**config.mk**
```make
export PLATFORM = sky130hd
export DESIGN_NAME = reg_file
export DESIGN_NICKNAME = d
export VERILOG_FILES = /design/src/rtl/reg_file.sv
export SDC_FILE = /design/constraint.sdc
export NUM_CORES = 2
export LEC_CHECK = 0
export ABC_AREA = 1
export CAP_MARGIN = 5
export CORE_MARGIN = 4
export CORE_UTILIZATION = 40
export CTS_CLUSTER_DIAMETER = 100
export DETAILED_ROUTE_END_ITERATION = 10
export DONT_BUFFER_PORTS = 1
export MAX_ROUTING_LAYER = met4
export PLACE_DENSITY = 0.56
export SLEW_MARGIN = 40
export SYNTH_ARGS = -nofsm -noshare
export SYNTH_HDL_FRONTEND = slang
export SYNTH_SLANG_ARGS = --single-unit
```
**constraint.sdc**
```tcl
create_clock -name clk -period 2.12 [get_ports clk]
set_input_delay 0.106 -clock clk [delete_from_list [all_inputs] [get_ports clk]]
set_output_delay 0.106 -clock clk [all_outputs]
set_load 0.005 [all_outputs]
```
**src/rtl/reg_file.sv**
```systemverilog
// reg_file: NREG x XLEN register file with two combinational read ports,
// one write port and same-cycle write-to-read bypass. x0 is hardwired to
// zero; reset is synchronous and active-high and clears every register.
module reg_file #(
    parameter int XLEN = 32,
    parameter int NREG = 32
) (
    input  logic            clk,
    input  logic            rst,
    input  logic            we,
    input  logic [4:0]      rd,
    input  logic [XLEN-1:0] wd,
    input  logic [4:0]      rs1,
    input  logic [4:0]      rs2,
    output logic [XLEN-1:0] rd1,
    output logic [XLEN-1:0] rd2
);

    // Address bits that actually select a stored register.
    localparam int AW = (NREG > 1) ? $clog2(NREG) : 1;

    logic [XLEN-1:0] regs_q [NREG];
    logic [XLEN-1:0] regs_d [NREG];
    logic [NREG-1:0] wsel_s;
    logic            byp_en_s;
    logic [XLEN-1:0] stored1_s;
    logic [XLEN-1:0] stored2_s;

    // One-hot write select; x0 and indices beyond NREG never get a bit.
    function automatic logic [NREG-1:0] decode_onehot(
        input logic [4:0] idx,
        input logic       en
    );
        logic [NREG-1:0] v;
        v = '0;
        for (int i = 1; i < NREG; i++) begin
            if (en && (idx == 5'(i))) begin
                v[i] = 1'b1;
            end else begin
                v[i] = 1'b0;
            end
        end
        return v;
    endfunction

    // Read mux for one port: zero for x0 / out-of-range, bypass, else stored.
    function automatic logic [XLEN-1:0] read_port(
        input logic [4:0]      idx,
        input logic [XLEN-1:0] stored,
        input logic            byp,
        input logic [4:0]      widx,
        input logic [XLEN-1:0] wdata
    );
        logic [XLEN-1:0] v;
        if ((idx == 5'd0) || (int'(idx) >= NREG)) begin
            v = '0;
        end else if (byp && (idx == widx)) begin
            v = wdata;
        end else begin
            v = stored;
        end
        return v;
    endfunction

    // Decode the write port; reset suppresses both the write and the bypass.
    always_comb begin
        wsel_s = decode_onehot(rd, we & ~rst);
        if (we && !rst && (rd != 5'd0)) begin
            byp_en_s = 1'b1;
        end else begin
            byp_en_s = 1'b0;
        end
    end

    // Next-state contents: only the selected register takes wd, x0 stays zero.
    always_comb begin
        for (int i = 0; i < NREG; i++) begin
            if (wsel_s[i]) begin
                regs_d[i] = wd;
            end else begin
                regs_d[i] = regs_q[i];
            end
        end
        regs_d[0] = '0;
    end

    // Register storage with synchronous clear that overrides any write.
    always_ff @(posedge clk) begin
        if (rst) begin
            for (int i = 0; i < NREG; i++) begin
                regs_q[i] <= '0;
            end
        end else begin
            for (int i = 0; i < NREG; i++) begin
                regs_q[i] <= regs_d[i];
            end
        end
    end

    // Combinational read ports with independent per-port bypass.
    always_comb begin
        stored1_s = regs_q[rs1[AW-1:0]];
        stored2_s = regs_q[rs2[AW-1:0]];
        rd1       = read_port(rs1, stored1_s, byp_en_s, rd, wd);
        rd2       = read_port(rs2, stored2_s, byp_en_s, rd, wd);
    end

endmodule
```
# --- After elaboration in Yosys (flattened, before gate mapping) ---
# Memory sizes are Yosys's and may differ from the RTL's.
# Index checks and enable logic that the tools add are counted.
word_totals:
  ff_bits: 0
  latch_bits: 0
  ramBits: 1024
  romBits: 0
  output_inout_bits: 64
  wordCells: 271
  mem_count: 1
classes:
  addsub: 0
  multipliers: 0
  div: 0
  magnitude_cmp: 0
  eq_ne: 64
  n_shift: 0
  mux: 102
  bitwise: 34
  n_reduce_logical: 70
memory_table:
  columns: ["name", "depth", "width", "rd", "rd_ports_with_merged_regs", "wr", "line", "source"]
  rows:
  - ["regs_q", 32, 32, 2, 0, 32, "22", "logic [XLEN-1:0] regs_q [NREG];"]
ops:
  columns: ["op", "count"]
  rows:
  - ["$mux W32", 67]
  - ["$eq A5 B5 Y1 const B", 16]
  - ["$reduce_and A2 Y1", 31]
  - ["$eq A5 B4 Y1 const B", 8]
  - ["$logic_and A1 B1 Y1", 35]
  - ["$mux W1", 35]
  - ["$or A1 B1 Y1", 32]
  - ["$ne A1 B1 Y1 const B", 31]
  - ["$eq A5 B3 Y1 const B", 4]
  - ["$eq A5 B2 Y1 const B", 2]
  - ["$eq A5 B5 Y1", 2]
  - ["$logic_not A5 Y1", 2]
  - ["$eq A5 B1 Y1 const B", 1]
  - ["$reduce_bool A5 Y1", 1]
  - ["$and A1 B1 Y1", 1]
  - ["$logic_not A1 Y1", 1]
  - ["$not A1 Y1", 1]

# --- Longest topological paths before layout ---
depth:
  ltp_word: 7
  mapped_depth: 14

# --- Least setup slack after synthesis ---
# OpenSTA, ideal clock, no wires.
synth_timing:
  path_kind: "in2reg"
  startpoint: "input rst"
  endpoint: "memory regs_q[11][0] (enable)"
  arrival_time_ns: 1.688
  slack_ns: 0.043
  cell_stages: 8
  path_cell_list: "buf_2 -> inv_2 -> nand2_2 -> nor2_4 -> buf_4 -> nand2_1 -> buf_2 -> nand2_1"
synth_rtl:
  columns: ["item", "line", "source"]
  rows:
  - ["start, declared", "9", "input logic rst,"]
  - ["end, declared", "22", null]

# --- Final worst setup path ---
layout_timing:
  startpoint: "input rs1[1]"
  endpoint: "output rd1[29]"
layout_via:
  elab_chain_cells: 4
  elab_cells_between_ends: 6
  cone_classes: "eq/ne (1); mux (2); reduce/logical (2); memory (1)"
layout_rtl:
  columns: ["item", "line", "source"]
  rows:
  - ["start, declared", "13", "input logic [4:0] rs1,"]
  - ["parallel branches: the longest is 3 deep, another holds $mem_v2 Z32 W32", null, null]
  - ["$mux W32 (*)", "55", "if ((idx == 5'd0) || (int'(idx) >= NREG)) begin"]
  - ["end, declared", "15", "output logic [XLEN-1:0] rd1,"]
# Mark *: on every way between the ends.

==> metrics.csv <==
stage,metric,value,unit
status,status,"finished, violations left",
status,failing checks,setup timing,
power,Max VDD drop,0.0007280,V
place,placed cells,8757,
worst_setup_path,Critical Path Fanout Max,260,
synthesis,cell area after synthesis,56110,µm²
floorplanning,Die W,382.5,µm
routing,DRT Wirelength,232.6,mm
global_route,initial antenna violation count,1,
global_route,vias in the first global route,47380,
synthesis,cell taking the most area after synthesis,edfxtp_1,
worst_setup_path,Critical path origin,rs1[1],
place,DP Wirelength,119.2,mm
layout,area of the multi-input gates,22020,µm²
worst_setup_path,Setup CP Type,input pin to output port,
timing,final worst path period need,2.297,ns
cts,CTS tree,built,
cts,Worst-path clk slew,0.06,ns
layout,layout cell share with drive strength beyond 1,11.75,%
routing,First DRT Iteration DRCs,6870,
routing,Routed Antenna Nets,0,
layout,area grow syn2layout,15.28,%
cts,Sink Count,992,
layout,largest registers,regs_q x992,
timing,setup violators final,32,
synthesis,Post-synth top flop,edfxtp_1,
layout,Layout Nets,7119,
routing,Residual DRC,0,
floorplanning,Core Box Area,139400,µm²
global_route,first-pass GRT wire length,325.6,mm
synthesis,Yosys warning count,0,
synthesis,number of flops mapped to enable cells by yosys,992,
timing,Slew HR,34.68,%
routing,1st-pass router iterations,9,
floorplanning,I/O pin cnt,114,
floorplanning,Die H,382.5,µm
floorplanning,Row Count,137,
routing,Vias/cell,5.651,
timing,Slew @ Worst Pin,0.9765,ns
power,Power Density,766.1,nW/µm²
synthesis,Async SR Flop Fraction,0,%
synthesis,synth top area cells,"edfxtp_1 53%, nand2_1 15%, nand3_1 11%",
layout,post-route insts no fill,9041,
timing,FMAX,0.4353,GHz
synthesis,most common cell in the netlist,nand2_1,
timing,Tcrit/Tclk final,108.4,%
synthesis,list of most frequent post-synthesis cells,"2,182 x nand2_1, 1,243 x nand3_1, 992 x edfxtp_1",
timing,Pins Over Slew Limit,0,
worst_setup_path,CP endpoint,rd1[29],
timing,final hold vios,0,
routing,routed vias,51100,
synthesis,mean area per synthesized cell,7.855,µm²
timing,RSZ-0062 raised after global routing,true,
layout,Final Core Density,46.41,%
worst_setup_path,Worst setup SP type,input pin,
global_route,GRT overflow,0,
worst_setup_path,worst endpoint required time,2.01,ns
synthesis,"Seq/Total Area, Yosys",53.09,%
power,leak pwr,28.34,nW
synthesis,Unique masters post-synth,28,
synthesis,Synth top area share,53.09,%
worst_setup_path,Critical Path AT,2.19,ns
timing,Worst Slack Setup Final,-0.1772,ns
place,gp weighted congestion,0.8753,
flow_run,max_cap viols,0,
worst_setup_path,Worst Setup End Kind,output port,
synthesis,Cells after Synth,7143,
routing,routed len/inst,25.73,µm
layout,flip-flop and latch area,29790,µm²
synthesis,Synthesized Nets,7193,
synthesis,Yosys reg bits,992,
cts,H-tree depth,3,
floorplanning,Initial Util,40.26,%
layout,number of flip-flops in the largest register,992,
layout,most flop-heavy register,regs_q,
global_route,overall global routing resource usage,31.19,%
hold_path,HP Class,input pin to register,
place,I/O Buffers,0,
layout,fill cell count,13270,
global_route,largest net degree at the start of global routing,575,
cts,Clk Tree Root Cell,clkbuf_16,
cts,clk buf depth,3,
floorplanning,Die ar.,146300,µm²
cts,Num CTS Buffers,114,
power by group:
group          internal [mW]  switching [mW]  total, mW  leakage [nW]
combinational           2.28            5.08       7.36          17.2
clock                   10.3            8.51       18.8          1.67
sequential              23.0           0.445       23.4          9.50
timing repair:
action / CTS / global route
pin swaps: 71 / 129
hold endpoints to repair: 1127 / 0
endpoints found under the setup margin: 53 / 64
buffers inserted: 3 / 8
cloned: 0 / 10
resized for setup: 183 / 227
hold buffers: 47 / 0
cells by family after synthesis:
family,Yosys count,share of synthesized area (%)
AND/OR/NAND/NOR,4436,32.78
flip-flops,992,53.09
XOR/XNOR,7,0.1093
buffers and inverters,1401,10.78
AO/OA/AOI/OAI,307,3.240
metal layers:
metal,track usage (%),vias to the layer above,share of wire (%)
met5,-,-,0
met4,13.46,0,4.9
met3,7.421,658,13
met2,45.69,3319,43
met1,41.39,24360,39
li1,-,22750,-
layout by cell type, fill, tap and decap left out, types with 37 or more instances in the layout:
cell type,Yosys,final
a21oi_1,89,78
buf_12,0,70
buf_4,36,178
clkbuf_1,127,38
clkbuf_16,0,124
clkinv_1,32,63
dlygate4sd3_1,0,44
edfxtp_1,992,992
inv_1,852,834
nand2_1,2182,2055
nand2_2,4,127
nand3_1,1243,1061
nand3_2,1,146
nand3_4,0,37
nor2_1,949,916
o211ai_1,111,111
o21ai_0,97,78
critical path, stage by stage:
cell     delay (ns)
inv_4          0.39
nand2_4        0.20
buf_12         0.24
nor2_1         0.18
nor2_1         0.07
a21oi_1        0.17
nor2_2         0.07
nand2_1        0.07
nand3_2        0.14
nand2_2        0.12
how the worst min path moves through the flow:
stage / slack (ns) / cells past startpoint / end / start
5_1_grt: 0.06 / 5 / regs_q[11][9]$_SDFFCE_PN0P_ / rd[1]
3_5_place_dp: 0.32 / 2 / rd1[29] / wd[29]
6_report: 0.05 / 5 / regs_q[11][9]$_SDFFCE_PN0P_ / rd[1]
2_1_floorplan: 0.31 / 2 / rd2[10] / wd[10]
4_1_cts: 0.004 / 5 / regs_q[11][9]$_SDFFCE_PN0P_ / rd[1]
3_3_place_gp: 0.32 / 2 / rd1[31] / wd[31]
stage by stage:
step	area, µm²	power, mW	setup slack (ns)	setup TNS, ns	hold WS [ns]
finish	64680	49.55	-0.1772	-2.540	0.04716
global route	64680	51.20	-0.1372	-2.281	0.06001
CTS	63360	48.98	-0.05777	-0.2658	0.004465
detailed placement	58640	30.11	0.1035	0	0.3153
global placement	58630	30.02	0.08793	0	0.3179
floorplan	56110	28.16	0.04262	0	0.3082
final cells by class:
cell class	count	area share, %
Multi-Input combinational cell	4750	34.05
Antenna cell	2	0.007738
Timing Repair Buffer	311	5.633
Sequential cell	992	46.05
Clock buffer	152	4.631
Clock inverter	58	0.7061
Tap cell	1876	3.629
Inverter	900	5.291
No activity file was read; power rests on OpenSTA's default activity.
